[src/rtl/ymux_rr_arbiter.sv]
// Two-source round-robin arbiter feeding a shared yMux datapath into a
// one-entry valid/ready output register.

module yMux #(
    parameter int SIZE = 32
) (
    output logic [SIZE-1:0] z,
    input  logic [SIZE-1:0] a,
    input  logic [SIZE-1:0] b,
    input  logic            c
);
    assign z = c ? b : a;
endmodule

module ymux_rr_arbiter #(
    parameter int SIZE = 32
) (
    input  logic            clk,
    input  logic            rst_n,
    input  logic            req_a,
    input  logic [SIZE-1:0] data_a,
    output logic            ack_a,
    input  logic            req_b,
    input  logic [SIZE-1:0] data_b,
    output logic            ack_b,
    output logic            out_valid,
    output logic [SIZE-1:0] out_data,
    output logic            out_src,
    input  logic            out_ready
);
    typedef enum logic {EMPTY = 1'b0, FULL = 1'b1} slot_t;

    slot_t           state, state_next;
    logic            prio;
    logic            sel;
    logic            can_load;
    logic            grant;
    logic [SIZE-1:0] mux_out;

    yMux #(.SIZE(SIZE)) u_mux (
        .z (mux_out),
        .a (data_a),
        .b (data_b),
        .c (sel)
    );

    always_comb begin
        can_load   = (state == EMPTY) || out_ready;
        sel        = (req_a && req_b) ? prio : req_b;
        grant      = (req_a || req_b) && can_load;
        ack_a      = rst_n && can_load && req_a && !sel;
        ack_b      = rst_n && can_load && req_b && sel;
        state_next = state;
        if (grant) begin
            state_next = FULL;
        end else if (state == FULL && out_ready) begin
            state_next = EMPTY;
        end
    end

    always_ff @(posedge clk or negedge rst_n) begin
        if (!rst_n) begin
            state <= EMPTY;
        end else begin
            state <= state_next;
        end
    end

    // Loser of the current grant becomes preferred; a lone requester also moves prio.
    always_ff @(posedge clk or negedge rst_n) begin
        if (!rst_n) begin
            out_data <= '0;
            out_src  <= 1'b0;
            prio     <= 1'b0;
        end else if (grant) begin
            out_data <= mux_out;
            out_src  <= sel;
            prio     <= ~sel;
        end
    end

    assign out_valid = (state == FULL);
endmodule

[config.mk]
export PLATFORM = sky130hd
export DESIGN_NAME = ymux_rr_arbiter
export DESIGN_NICKNAME = d
export VERILOG_FILES = /design/src/rtl/ymux_rr_arbiter.sv
export SDC_FILE = /design/constraint.sdc
export NUM_CORES = 1
export LEC_CHECK = 0
export CAP_MARGIN = 5
export CORE_MARGIN = 5
export CORE_UTILIZATION = 33
export DETAILED_ROUTE_END_ITERATION = 10
export GPL_ROUTABILITY_DRIVEN = 1
export GPL_TIMING_DRIVEN = 0
export PLACE_DENSITY_LB_ADDON = 0.15
export REMOVE_ABC_BUFFERS = 1
export SETUP_SLACK_MARGIN = 0.15
export SYNTH_ARGS = -nofsm -noshare
export SYNTH_HDL_FRONTEND = slang
export SYNTH_SLANG_ARGS = --single-unit
[constraint.sdc]
create_clock -name clk -period 1.34 [get_ports clk]
set_input_delay 0.268 -clock clk [delete_from_list [all_inputs] [get_ports clk]]
set_output_delay 0.268 -clock clk [all_outputs]
set_load 0.03 [all_outputs]
; Yosys cells after proc, flatten, opt, wreduce, memory -nomap -nowiden
; Cells that the tools add are included.
[totals]
register_bits = 35
in_bits = 69
out_inout_bits = 36
[op_classes]
n_mux = 4
bitwise_logic = 2
n_reduce_logical = 12
[op_table]
columns = cell, count
row1 = 32-bit two-way mux, 1
row2 = 1-bit logical AND, 8
row3 = 1-bit two-way mux, 3
row4 = 1-bit logical OR, 2
row5 = 1-bit NOT, 2
row6 = 2-bit nonzero test, 1
row7 = 1-bit zero test, 1

; Logic depth before layout (Yosys ltp)
[logic_depth]
ltp_word = 5
ltp_mapped = 6

; Hierarchy
; Synthesis repeated with hierarchy kept, for this count alone.
[hier_totals]
hier_cells = 120
area_unflattened_um2 = 2059.5
[by_module_without_submodules]
columns = mod, instances, cells_each, area_per_inst_um2, seq_area_each_um2
row1 = ymux_rr_arbiter, 1, 84, 1515.2, 875.8
row2 = yMux, 1, 36, 544.3, 0.0

; Worst setup path before layout
; No wires, ideal clock.
[synth_timing]
path_type = register to output
start = reg state, in the netlist out_valid
end = out ack_a
t_arrival_ns = 1.791
required_time_ns = 1.072
setup_slack_ns = -0.719
stages_incl_launch_ff = 6
cell_sequence = dfrtp_1 nand2b_4 buf_6 clkbuf_1 nand2_1 nor3b_1
[synth_via]
elab_chain_len = 5
[synth_lines]
columns = item, line
row1 = start: declaration, 33  ; slot_t state, state_next;
row2 = start signal: assignment, 65  ; state <= state_next;
row3 = 1-bit NOT, 48  ; can_load = (state == EMPTY) || out_ready;
row4 = 1-bit logical OR, 48
row5 = 1-bit logical AND (3 in a row), 51  ; ack_a = rst_n && can_load && req_a && !sel;
row6 = end: declaration, 22  ; output logic ack_a,
; Every way passes these cells.

; Final worst setup path
; Same ends and word-level chain as after synthesis.

==> impl_metrics.ini <==
[die]
io_pins = 105
placementRows = 25
initial_core_util_pct = 34.5
coreArea_sq_um = 4790
die_area_sq_um = 6510
die_x_um = 80.7
die_h_um = 80.7

[placed_design]
hpwl_mm = 3.60
placed_cell_area_sq_um = 2650
port_buffers = 104
place_inst = 284
preCtsSetupSlack_ns = -1.11
gp_congestion = 0.695

[synth]
yosysUniqueCellTypes = 18
yosysWarnings = 0
synthCells = 128
synth_area_per_cell_sq_um = 12.9
ys_seq_area_share_pct = 53.1
ys_seq_elements = 35
netlist_area_sq_um = 1650

[setup_path]
end_kind = output port
crit_path_start_kind = register
crit_path_cell_trace = nand2b_4 > nand2_4 > nor3b_2 > buf_4
crit_path_top_delay_cell = dfrtp_2
cpPeakStageDelay_ns = 0.43
crit_type = reg2out
required_ns = 1.07
worstPathArrival_ns = 1.20
cp_max_fo = 3

[cells_and_area]
utilization_pct = 56.0
fillers = 421
final_area_sq_um = 2680
drive_above_1_share_pct = 26.3
final-seq-area_sq_um = 877
diodes = 0
syn_to_final_growth_pct = 62.4
multi_input_area_sq_um = 703
layout.cells.non_filler = 299
finalNetCount = 300

[clocking]
ctsRootBufferMaster = clkbuf_8
insertion_delay_ns = 0.28
ctsLongestPathBuffers = 2
h-tree-depth = 2
cts_tree = yes
clkSinkCount = 35
clkTransAtPathRegs_ns = 0.07
cts_made_buffers = 5

[outcome]
violations = hold timing, setup timing
status = finished with violations

[routing]
viasPerCell = 5.29
dr_total_vias = 1581
first_pass_iters = 5
drt-total-wl_mm = 5.82
wl_per_cell_um = 19.5
drt_iter0_markers = 107
drc = 0
ant_nets = 0

[grt]
grt_overflow = 0
grt_first_pass_wirelength_mm = 8.68
grt_use_total_pct = 17.6
antenna_found_initial = 0
grt_pass1_vias = 1678
grt_max_degree = 37

[pwr]
powerDensity_nw_per_um2 = 1250
p_leak_nw = 1.20
ir_drop_mv = 0.528

[timing]
rsz0062_at_grt = yes
worst_slew_pin_slew_ns = 0.486
fmax_mhz = 679
setup_viol = 35
post-route-min-period_ns = 1.47
holdWs_ns = -0.0595
hold_viol = 35
slew_headroom_pct = 67.6
setup_ws_ns = -0.133
skew_ns = 0.00476
drv_slew = 0
fin_crit_sh_pct = 110

[flow_run]
max_cap_violations = 0

[min_path]
min_path_type = in2async
==> power breakdown <==
group	switching (mW)	total (mW)	internal (mW)
clock	0.372	0.842	0.469
sequential	0.0901	1.32	1.23
combinational	0.674	1.19	0.514
==> through the flow <==
stage	total power, mW	TNS [ns]
after global placement	2.60	-65.17
final	3.35	-2.42
after CTS	3.34	-4.20
after global routing	3.51	-4.17
after floorplan	1.96	-13.33
after detailed placement	2.63	-38.42
==> path summary, 6_finish.rpt <==
kind,depth (start not counted),from,to,slack [ns]
setup / recovery,4,out_valid,ack_a,-0.13
hold / removal,1,rst_n,out_data[19],-0.06
setup reg to reg,5,out_valid,out_data[2],-0.08
hold reg to reg,1,out_src,out_src,0.49
max in group asynchronous,1,rst_n,out_valid,1.03
min in group clk,1,out_src,out_src,0.49
==> synth_stat cells <==
master / n / share of area (%)
dfrtp_1: 35 / 53
a21boi_0: 32 / 15
a221o_1: 32 / 19
buf_6: 8 / 5.5
clkbuf_1: 5 / 1.1
nand2_1: 3 / 0.68
a21o_1: 2 / 0.91
and3_4: 1 / 0.68
buf_2: 1 / 0.30
clkbuf_2: 1 / 0.30
inv_1: 1 / 0.23
nand2b_1: 1 / 0.38
nand2b_4: 1 / 0.83
nor2_1: 1 / 0.23
nor3b_1: 1 / 0.46
o211a_1: 1 / 0.61
o21ai_0: 1 / 0.30
or2_2: 1 / 0.38
==> routing by layer <==
layer	routed length, um	track usage (%)	up-vias
met1	2460	22.5	784
li1	-	-	716
met5	0	0	-
met2	2890	28.5	73
met4	46	4.39	0
met3	424	6.17	8
==> layout by cell type, fill, tap and decap left out, drive strengths merged <==
cell type and instances:
o211a 1, o21ai 1, clkbuf 8, nand2b 3, or2 1, dlygate4sd2 3, clkdlybuf4s50 64, nor2 1
a21o 2, dfrtp 35, and3 2, a21boi 32, nand2 3, inv 1, a221o 32, buf 42
nor3b 1
==> state kept, by name (all words and copies together), names as in the netlist <==
signal     count
out_data      32
prio           1
out_valid      1
out_src        1
==> area by class of cell <==
cell class	count	area share [%]
timing repair buffer	109	34.0
sequential	35	32.7
multi-input combinational	79	26.2
clock buffer	8	3.74
tap	67	3.13
inverter	1	0.140
==> critical path: cells and delay by family (launching register included) <==
family	cells	cell delay (ns)
buffers and inverters	1	0.18
flip-flops	1	0.43
AND/OR/NAND/NOR	3	0.33
==> kinds of logic (layout without fill, tap and decap cells) <==
family / count (synthesis) / after routing / synth area share [%]
AOI/OAI and AO/OA: 68 / 68 / 35.8
and+or+nand+nor: 9 / 11 / 3.64
DFF: 35 / 35 / 53.1
buffers and inverters: 16 / 118 / 7.44
==> timing repair <==
| item | CTS | global route |
|---|---|---|
| endpoints found under the hold margin | 35 | 35 |
| buffers inserted | 4 | 1 |
| pin swaps | 1 | 3 |
| cloned | 1 | 1 |
| gates resized for setup | 200 | 18 |
| endpoints found under the setup margin | 71 | 37 |
(Power assumes the default switching activity.)
